$ cat src/rtl/cpu_trace_pkg.sv
// Shared types for the CPU trace monitor: record kinds, monitor states and the
// default-width trace record layout.
package cpu_trace_pkg;

  localparam int DEF_DATA_W = 16;
  localparam int DEF_ADDR_W = 16;
  localparam int DEF_CYC_W  = 32;

  typedef enum logic [1:0] {
    KIND_REG   = 2'd0,
    KIND_LOAD  = 2'd1,
    KIND_STORE = 2'd2,
    KIND_HALT  = 2'd3
  } trace_kind_e;

  typedef enum logic [1:0] {
    ST_IDLE    = 2'd0,
    ST_RUN     = 2'd1,
    ST_HALTED  = 2'd2,
    ST_TIMEOUT = 2'd3
  } trace_state_e;

  typedef struct packed {
    trace_kind_e           kind;
    logic [DEF_CYC_W-1:0]  cycle;
    logic [DEF_ADDR_W-1:0] addr;
    logic [DEF_DATA_W-1:0] data;
  } trace_rec_t;

endpackage

$ cat src/rtl/cpu_trace_capture_if.sv
// Trace record drain port: the monitor (master) offers records, the host/debug
// bus (slave) accepts them with trace_ready.
interface cpu_trace_capture_if #(
  parameter int DATA_W = 16,
  parameter int ADDR_W = 16,
  parameter int CYC_W  = 32
);
  logic              trace_valid;
  logic              trace_ready;
  logic [1:0]        trace_kind;
  logic [CYC_W-1:0]  trace_cycle;
  logic [ADDR_W-1:0] trace_addr;
  logic [DATA_W-1:0] trace_data;

  modport master (
    output trace_valid, trace_kind, trace_cycle, trace_addr, trace_data,
    input  trace_ready
  );

  modport slave (
    input  trace_valid, trace_kind, trace_cycle, trace_addr, trace_data,
    output trace_ready
  );
endinterface

$ cat src/rtl/cpu_trace_fifo.sv
// Purpose: synchronous first-word-fall-through FIFO for trace records.
// Latency: a word pushed at cycle N is visible on pop_data at N+1.
// Backpressure: push while full is refused unless a pop frees a slot that cycle.
module cpu_trace_fifo #(
  parameter int WIDTH = 8,
  parameter int DEPTH = 16
) (
  input  logic             clk,
  input  logic             rst_n,
  input  logic             clr,
  input  logic             push,
  input  logic [WIDTH-1:0] push_data,
  input  logic             pop,
  output logic [WIDTH-1:0] pop_data,
  output logic             full,
  output logic             empty
);
  localparam int AW = $clog2(DEPTH);

  logic [WIDTH-1:0] mem [DEPTH];
  logic [AW:0]      wr_ptr;
  logic [AW:0]      rd_ptr;
  logic             do_pop;
  logic             do_push;

  // Extra MSB on the pointers tells full from empty when the indices match.
  assign empty    = (wr_ptr == rd_ptr);
  assign full     = (wr_ptr[AW] != rd_ptr[AW]) && (wr_ptr[AW-1:0] == rd_ptr[AW-1:0]);
  assign do_pop   = pop & ~empty;
  assign do_push  = push & (~full | do_pop);
  assign pop_data = mem[rd_ptr[AW-1:0]];

  always_ff @(posedge clk) begin
    if (do_push) mem[wr_ptr[AW-1:0]] <= push_data;
  end

  always_ff @(posedge clk) begin
    if (!rst_n || clr) begin
      wr_ptr <= '0;
      rd_ptr <= '0;
    end else begin
      if (do_push) wr_ptr <= wr_ptr + (AW+1)'(1);
      if (do_pop)  rd_ptr <= rd_ptr + (AW+1)'(1);
    end
  end
endmodule

$ cat src/rtl/cpu_trace_capture.sv
// Purpose: CPU retirement monitor; stamps reg/load/store/halt events into a trace FIFO, keeps counters and a watchdog.
// Latency: an event sampled at RUN cycle N appears on the trace port at N+1.
// Backpressure: trace_ready=0 holds the head record; events arriving with the FIFO full are counted as drops.
module cpu_trace_capture
  import cpu_trace_pkg::*;
#(
  parameter int DATA_W     = 16,
  parameter int ADDR_W     = 16,
  parameter int REG_IDX_W  = 4,
  parameter int FIFO_DEPTH = 16,
  parameter int CYC_W      = 32,
  parameter int WDOG_LIMIT = 200
) (
  input  logic                 clk,
  input  logic                 rst_n,
  input  logic                 start,
  input  logic                 clear,
  input  logic [ADDR_W-1:0]    pc,
  input  logic                 reg_wr,
  input  logic [REG_IDX_W-1:0] reg_idx,
  input  logic [DATA_W-1:0]    reg_data,
  input  logic                 mem_rd,
  input  logic                 mem_wr,
  input  logic [ADDR_W-1:0]    mem_addr,
  input  logic [DATA_W-1:0]    mem_wdata,
  input  logic [DATA_W-1:0]    mem_rdata,
  input  logic                 halt,
  cpu_trace_capture_if.master  trace,
  output logic [CYC_W-1:0]     cycle_count,
  output logic [CYC_W-1:0]     inst_count,
  output logic [CYC_W-1:0]     drop_count,
  output logic [1:0]           state,
  output logic                 proto_err
);
  localparam int REC_W = 2 + CYC_W + ADDR_W + DATA_W;

  trace_state_e st_q;
  logic         run;
  logic         ev_halt, ev_store, ev_load, ev_reg;
  logic [2:0]   n_ev;
  logic         push;
  trace_kind_e  push_kind;
  logic [ADDR_W-1:0] push_addr;
  logic [DATA_W-1:0] push_data;
  logic [REC_W-1:0]  rec_in, rec_out;
  logic         fifo_full, fifo_empty, pop, fifo_drop;
  logic [2:0]   drop_inc;
  logic [CYC_W:0] drop_sum;
  logic         wdog_hit;

  assign run      = (st_q == ST_RUN);
  assign state    = st_q;
  assign ev_halt  = run & halt;
  assign ev_store = run & mem_wr;
  assign ev_load  = run & mem_rd;
  assign ev_reg   = run & reg_wr;
  assign n_ev     = {2'b0, ev_halt} + {2'b0, ev_store} + {2'b0, ev_load} + {2'b0, ev_reg};
  assign push     = ev_halt | ev_store | ev_load | ev_reg;

  // Only the highest-priority event of the cycle is recorded.
  always_comb begin
    push_kind = KIND_REG;
    push_addr = ADDR_W'(reg_idx);
    push_data = reg_data;
    if (halt) begin
      push_kind = KIND_HALT;
      push_addr = pc;
      push_data = '0;
    end else if (mem_wr) begin
      push_kind = KIND_STORE;
      push_addr = mem_addr;
      push_data = mem_wdata;
    end else if (mem_rd) begin
      push_kind = KIND_LOAD;
      push_addr = mem_addr;
      push_data = mem_rdata;
    end
  end

  assign rec_in = {push_kind, cycle_count, push_addr, push_data};

  cpu_trace_fifo #(
    .WIDTH (REC_W),
    .DEPTH (FIFO_DEPTH)
  ) u_fifo (
    .clk       (clk),
    .rst_n     (rst_n),
    .clr       (clear),
    .push      (push),
    .push_data (rec_in),
    .pop       (pop),
    .pop_data  (rec_out),
    .full      (fifo_full),
    .empty     (fifo_empty)
  );

  assign pop       = ~fifo_empty & trace.trace_ready;
  assign fifo_drop = push & fifo_full & ~pop;
  assign drop_inc  = (push ? n_ev - 3'd1 : 3'd0) + {2'b0, fifo_drop};
  assign drop_sum  = {1'b0, drop_count} + (CYC_W+1)'(drop_inc);
  assign wdog_hit  = (WDOG_LIMIT != 0) && (cycle_count == CYC_W'(WDOG_LIMIT - 1));

  // Fields read as zero whenever no record is offered.
  assign trace.trace_valid = ~fifo_empty;
  assign trace.trace_kind  = fifo_empty ? '0 : rec_out[REC_W-1 -: 2];
  assign trace.trace_cycle = fifo_empty ? '0 : rec_out[ADDR_W+DATA_W +: CYC_W];
  assign trace.trace_addr  = fifo_empty ? '0 : rec_out[DATA_W +: ADDR_W];
  assign trace.trace_data  = fifo_empty ? '0 : rec_out[DATA_W-1:0];

  always_ff @(posedge clk) begin
    if (!rst_n || clear) begin
      st_q        <= ST_IDLE;
      cycle_count <= '0;
      inst_count  <= '0;
      drop_count  <= '0;
      proto_err   <= 1'b0;
    end else begin
      case (st_q)
        ST_IDLE: if (start) st_q <= ST_RUN;
        ST_RUN: begin
          if (halt)          st_q <= ST_HALTED;
          else if (wdog_hit) st_q <= ST_TIMEOUT;
        end
        default: ;
      endcase
      if (run) begin
        if (~&cycle_count) cycle_count <= cycle_count + CYC_W'(1);
        if ((halt | reg_wr | mem_wr) && ~&inst_count) inst_count <= inst_count + CYC_W'(1);
        if (mem_rd & mem_wr) proto_err <= 1'b1;
      end
      drop_count <= drop_sum[CYC_W] ? '1 : drop_sum[CYC_W-1:0];
    end
  end
endmodule

$ cat src/flat_wrapper.sv
// flat-port wrapper written by rule: the top's interface ports become plain ports
module cpu_trace_capture_flat import cpu_trace_pkg::*;
#(
  parameter int DATA_W     = 16,
  parameter int ADDR_W     = 16,
  parameter int REG_IDX_W  = 4,
  parameter int FIFO_DEPTH = 16,
  parameter int CYC_W      = 32,
  parameter int WDOG_LIMIT = 200
)
  (clk, rst_n, start, clear, pc, reg_wr, reg_idx, reg_data, mem_rd, mem_wr, mem_addr, mem_wdata, mem_rdata, halt, cycle_count, inst_count, drop_count, state, proto_err, trace_trace_valid, trace_trace_kind, trace_trace_cycle, trace_trace_addr, trace_trace_data, trace_trace_ready);
  cpu_trace_capture_if #(.DATA_W(DATA_W), .ADDR_W(ADDR_W), .CYC_W(CYC_W)) trace_i ();
  input  logic clk;
  input  logic rst_n;
  input  logic start;
  input  logic clear;
  input  logic [ADDR_W-1:0] pc;
  input  logic reg_wr;
  input  logic [REG_IDX_W-1:0] reg_idx;
  input  logic [DATA_W-1:0] reg_data;
  input  logic mem_rd;
  input  logic mem_wr;
  input  logic [ADDR_W-1:0] mem_addr;
  input  logic [DATA_W-1:0] mem_wdata;
  input  logic [DATA_W-1:0] mem_rdata;
  input  logic halt;
  output logic [CYC_W-1:0] cycle_count;
  output logic [CYC_W-1:0] inst_count;
  output logic [CYC_W-1:0] drop_count;
  output logic [1:0] state;
  output logic proto_err;
  output wire logic [$bits(trace_i.trace_valid)-1:0] trace_trace_valid;
  output wire logic [$bits(trace_i.trace_kind)-1:0] trace_trace_kind;
  output wire logic [$bits(trace_i.trace_cycle)-1:0] trace_trace_cycle;
  output wire logic [$bits(trace_i.trace_addr)-1:0] trace_trace_addr;
  output wire logic [$bits(trace_i.trace_data)-1:0] trace_trace_data;
  input wire logic [$bits(trace_i.trace_ready)-1:0] trace_trace_ready;
  assign trace_trace_valid = trace_i.trace_valid;
  assign trace_trace_kind = trace_i.trace_kind;
  assign trace_trace_cycle = trace_i.trace_cycle;
  assign trace_trace_addr = trace_i.trace_addr;
  assign trace_trace_data = trace_i.trace_data;
  assign trace_i.trace_ready = trace_trace_ready;
  cpu_trace_capture #(.DATA_W(DATA_W), .ADDR_W(ADDR_W), .REG_IDX_W(REG_IDX_W), .FIFO_DEPTH(FIFO_DEPTH), .CYC_W(CYC_W), .WDOG_LIMIT(WDOG_LIMIT)) u_core (.clk(clk), .rst_n(rst_n), .start(start), .clear(clear), .pc(pc), .reg_wr(reg_wr), .reg_idx(reg_idx), .reg_data(reg_data), .mem_rd(mem_rd), .mem_wr(mem_wr), .mem_addr(mem_addr), .mem_wdata(mem_wdata), .mem_rdata(mem_rdata), .halt(halt), .trace(trace_i), .cycle_count(cycle_count), .inst_count(inst_count), .drop_count(drop_count), .state(state), .proto_err(proto_err));
endmodule
$ cat config.mk
export PLATFORM = sky130hd
export DESIGN_NAME = cpu_trace_capture_flat
export DESIGN_NICKNAME = d
export VERILOG_FILES = /design/src/rtl/cpu_trace_pkg.sv /design/src/rtl/cpu_trace_capture_if.sv /design/src/rtl/cpu_trace_fifo.sv /design/src/rtl/cpu_trace_capture.sv /design/src/flat_wrapper.sv
export SDC_FILE = /design/constraint.sdc
export NUM_CORES = 1
export LEC_CHECK = 0
export CAP_MARGIN = 20
export CELL_PAD_IN_SITES_DETAIL_PLACEMENT = 0
export CELL_PAD_IN_SITES_GLOBAL_PLACEMENT = 1
export CORE_ASPECT_RATIO = 1.5
export CORE_UTILIZATION = 47
export DETAILED_ROUTE_END_ITERATION = 8
export GPL_TIMING_DRIVEN = 0
export PLACE_DENSITY = 0.72
export SLEW_MARGIN = 25
export SYNTH_ARGS = -nofsm -noshare
export SYNTH_HDL_FRONTEND = slang
export SYNTH_HIERARCHICAL = 1
export SYNTH_SLANG_ARGS = --single-unit
$ cat constraint.sdc
create_clock -name clk -period 7.1 [get_ports clk]
set_input_delay 1.065 -clock clk [delete_from_list [all_inputs] [get_ports clk]]
set_output_delay 1.065 -clock clk [all_outputs]
set_load 0.005 [all_outputs]
==> summary.md <==
| Metric | Value |
|---|---|
| Status | finished clean |
| Fin area | 0.0554 mm² |
| Yosys top cell by area | edfxtp_1 |
| N_diodes | 0 |
| Layout area overhead | 18.7% |
| Initial core utilization | 47.4% |
| Mapped Area | 0.0466 mm² |
| Worst rel slew slack | 29.6% |
| Final Max Slew Viols | 0 |
| Number of remaining DRC errors | 0 |
| Die H | 388 µm |
| Syn_nets | 2452 |
| Final worst-path cycle share | 93.0% |
| Initial antenna violation count | 0 |
| Antenna-violating nets left | 0 |
| CP startpoint kind | input pin |
| EDFF count, synth | 1056 |
| Setup violators final | 0 |
| CTS tree | built |
| Core outline area | 0.0984 mm² |
| Max_cap viols | 0 |
| Placer congestion estimate | 0.820 |
| Total grt overflow | 0 |
| Drt pass-1 iters | 5 |
| Crit Path Class | in -> reg |
| Top cells by count, synth | edfxtp_1 (1056), mux4_2 (330), dfxtp_1 (113), a21oi_1 (95), nor2_1 (75) |
| Root Buffer | clkbuf_16 |
| First-pass GRT wire length | 177000 µm |
| Worst setup EP type | register |
| PortBufs | 257 |
| WP data required | 7.72 ns |
| VDD IR max | 0.000214 V |
| Clock slew seen by the registers of the worst setup and hold paths | 0.07 ns |
| DIE AREA | 0.100 mm² |
| Number of global-route vias before repair | 26100 |
| Max Freq | 151 MHz |
| Register area share after synthesis | 72.9% |
| Worst Path Arrival | 7.22 ns |
| Gate Count Post-Synth | 2343 |
| RSZ-0062 raised after global routing | no |
| Cell with the most instances after synthesis | edfxtp_1 |
| Dpl hpwl | 78900 µm |
| Clk_skew | 0.0209 ns |
| Pin count of the biggest net entering global routing | 33 |
| Worst skew pair latency | 0.69 ns |
| Die W | 259 µm |
| Worst-margin pin slew | 1.06 ns |
| IO Pins | 259 |
| Pwr Density | 245 mW/mm² |
| Yosys warnings | 6 |
| P_leak | 0.0166 µW |
| Initial drt markers | 2150 |
| Layout cells sized above 1 | 22.3% |
| Dpl cell area | 0.0518 mm² |
| Critical Path Fanout Max | 10 |
| Post-synth top area share | 68.0% |
| Ys async rst share | 0% |
| Synth area leaders | edfxtp_1 (68%), mux4_2 (16%), dfxtp_1 (4.9%) |
| H-tree levels | 3 |
| Routed len/inst | 29.5 µm |
| Nets | 2872 |
| Max clock buf depth | 3 |
| Fin util | 56.2% |
| Final Hold Fails | 0 |
| Hold WC Path Type | reg -> reg |
| Mean Syn Cell Area | 19.9 µm² |
| Vias per cell | 6.06 |
| Synthesized flop and latch total | 1169 |
| Final wirelength | 122000 µm |
| Post-cts sizing count | 0 |
| Top_reg_cell synth | edfxtp_1 |
| Min cycle time layout | 6.61 ns |
| Total track usage | 24.6% |
| Row cnt | 141 |
| Num CTS Buffers | 106 |
| Postcts setup bufs | 0 |
| # hold bufs at CTS | 0 |
| Clock Sink Count | 1169 |
| DR vias | 25100 |
| Post-synth cell types | 65 |
==> sequential cells by signal, indices dropped and copies added (netlist names), named ones only <==
register,flops
u_core/inst_count,32
u_core/proto_err,1
u_core/u_fifo/mem,1056
u_core/u_fifo/rd_ptr,5
u_core/u_fifo/wr_ptr,5
u_core/cycle_count,32
u_core/drop_count,32
u_core/state,2
==> critical path, cell delays in order <==
cell and delay [ns]:
clkbuf_1 0.59, clkbuf_1 0.77, buf_1 0.72, nand2_1 0.12
ha_1 0.35, fa_1 0.55, nor2_1 0.05, ha_1 0.18
ha_1 0.40, inv_1 0.09, fa_1 0.43, nor2b_1 0.31
o2111ai_4 0.27, nor4_2 0.58, nand2b_1 0.10, buf_2 0.22
buf_2 0.23, a21oi_1 0.16
==> final cells by class <==
type / count / area (µm²)
Fill cell: 7437 / 43100
Sequential cell: 1169 / 34000
Multi-Input combinational cell: 1033 / 12000
Timing Repair Buffer: 312 / 3510
Clock buffer: 131 / 2820
Tap cell: 1287 / 1610
Buffer: 125 / 708
Clock inverter: 63 / 679
Inverter: 16 / 60.1
==> per-stage QoR <==
step	cells	hold slack, ns	power, µW	setup slack (ns)	TNS (ns)
after global routing	4136	0.547	13900	0.232	0
after floorplan	2343	0.461	7760	0.174	0
final	4136	0.502	13600	0.494	0
after detailed placement	3942	0.491	7920	-0.197	-2.97
after CTS	4136	0.501	13700	0.506	0
after global placement	3887	0.484	7900	-7.26	-1188.14
==> final timing paths <==
check                                        from                            endpoint  slack (ns)  cells after the start
max                                          halt    u_core/drop_count[25]$_SDFF_PP0_        0.49                     18
min            u_core/inst_count[12]$_SDFFE_PP0P_  u_core/inst_count[12]$_SDFFE_PP0P_        0.50                      2
max reg2reg  u_core/u_fifo/wr_ptr[2]$_SDFFE_PP0P_    u_core/drop_count[25]$_SDFF_PP0_        1.40                     18
min reg2reg    u_core/inst_count[12]$_SDFFE_PP0P_  u_core/inst_count[12]$_SDFFE_PP0P_        0.50                      2
==> where the power goes <==
| group | switching (µW) | internal [µW] | total [µW] |
|---|---|---|---|
| Clock | 2490 | 3320 | 5810 |
| Combinational | 169 | 110 | 279 |
| Sequential | 6.12 | 7480 | 7490 |
| Total | 2660 | 10900 | 13600 |
==> kinds of logic after synthesis <==
| family | after synthesis | synth area share (%) |
|---|---|---|
| mux | 355 | 16.5 |
| buf+inv | 141 | 1.63 |
| compound gates | 202 | 2.73 |
| simple gates | 413 | 4.95 |
| xor+xnor | 47 | 0.883 |
| flops | 1169 | 72.9 |
| fa+ha+maj | 16 | 0.462 |
==> cell usage in the layout, fill, tap and decap left out, types with 18 or more instances in the layout <==
cell type and n:
xnor2_1 23, a21oi_1 95, and3_1 20, buf_6 25, nor2b_1 71, nand3_1 30
clkdlybuf4s50_1 257, dfxtp_1 113, clkbuf_16 107, nor2_1 75, nand4_1 24, xor2_1 24
buf_2 19, clkinv_2 22, or4_1 18, mux4_2 330, buf_4 29, mux2i_1 24
clkbuf_1 80, edfxtp_1 1056, or3_1 31, o21ai_0 35, nand2_1 64
==> routing by layer <==
metal	track usage [%]	up-vias	wire, µm
li1	-	10500	-
met1	30.6	13400	45500
met2	44.2	986	65400
met3	3.81	150	8460
met4	6.63	0	2570
met5	0	-	0
Power figures use the tool's default switching activity.
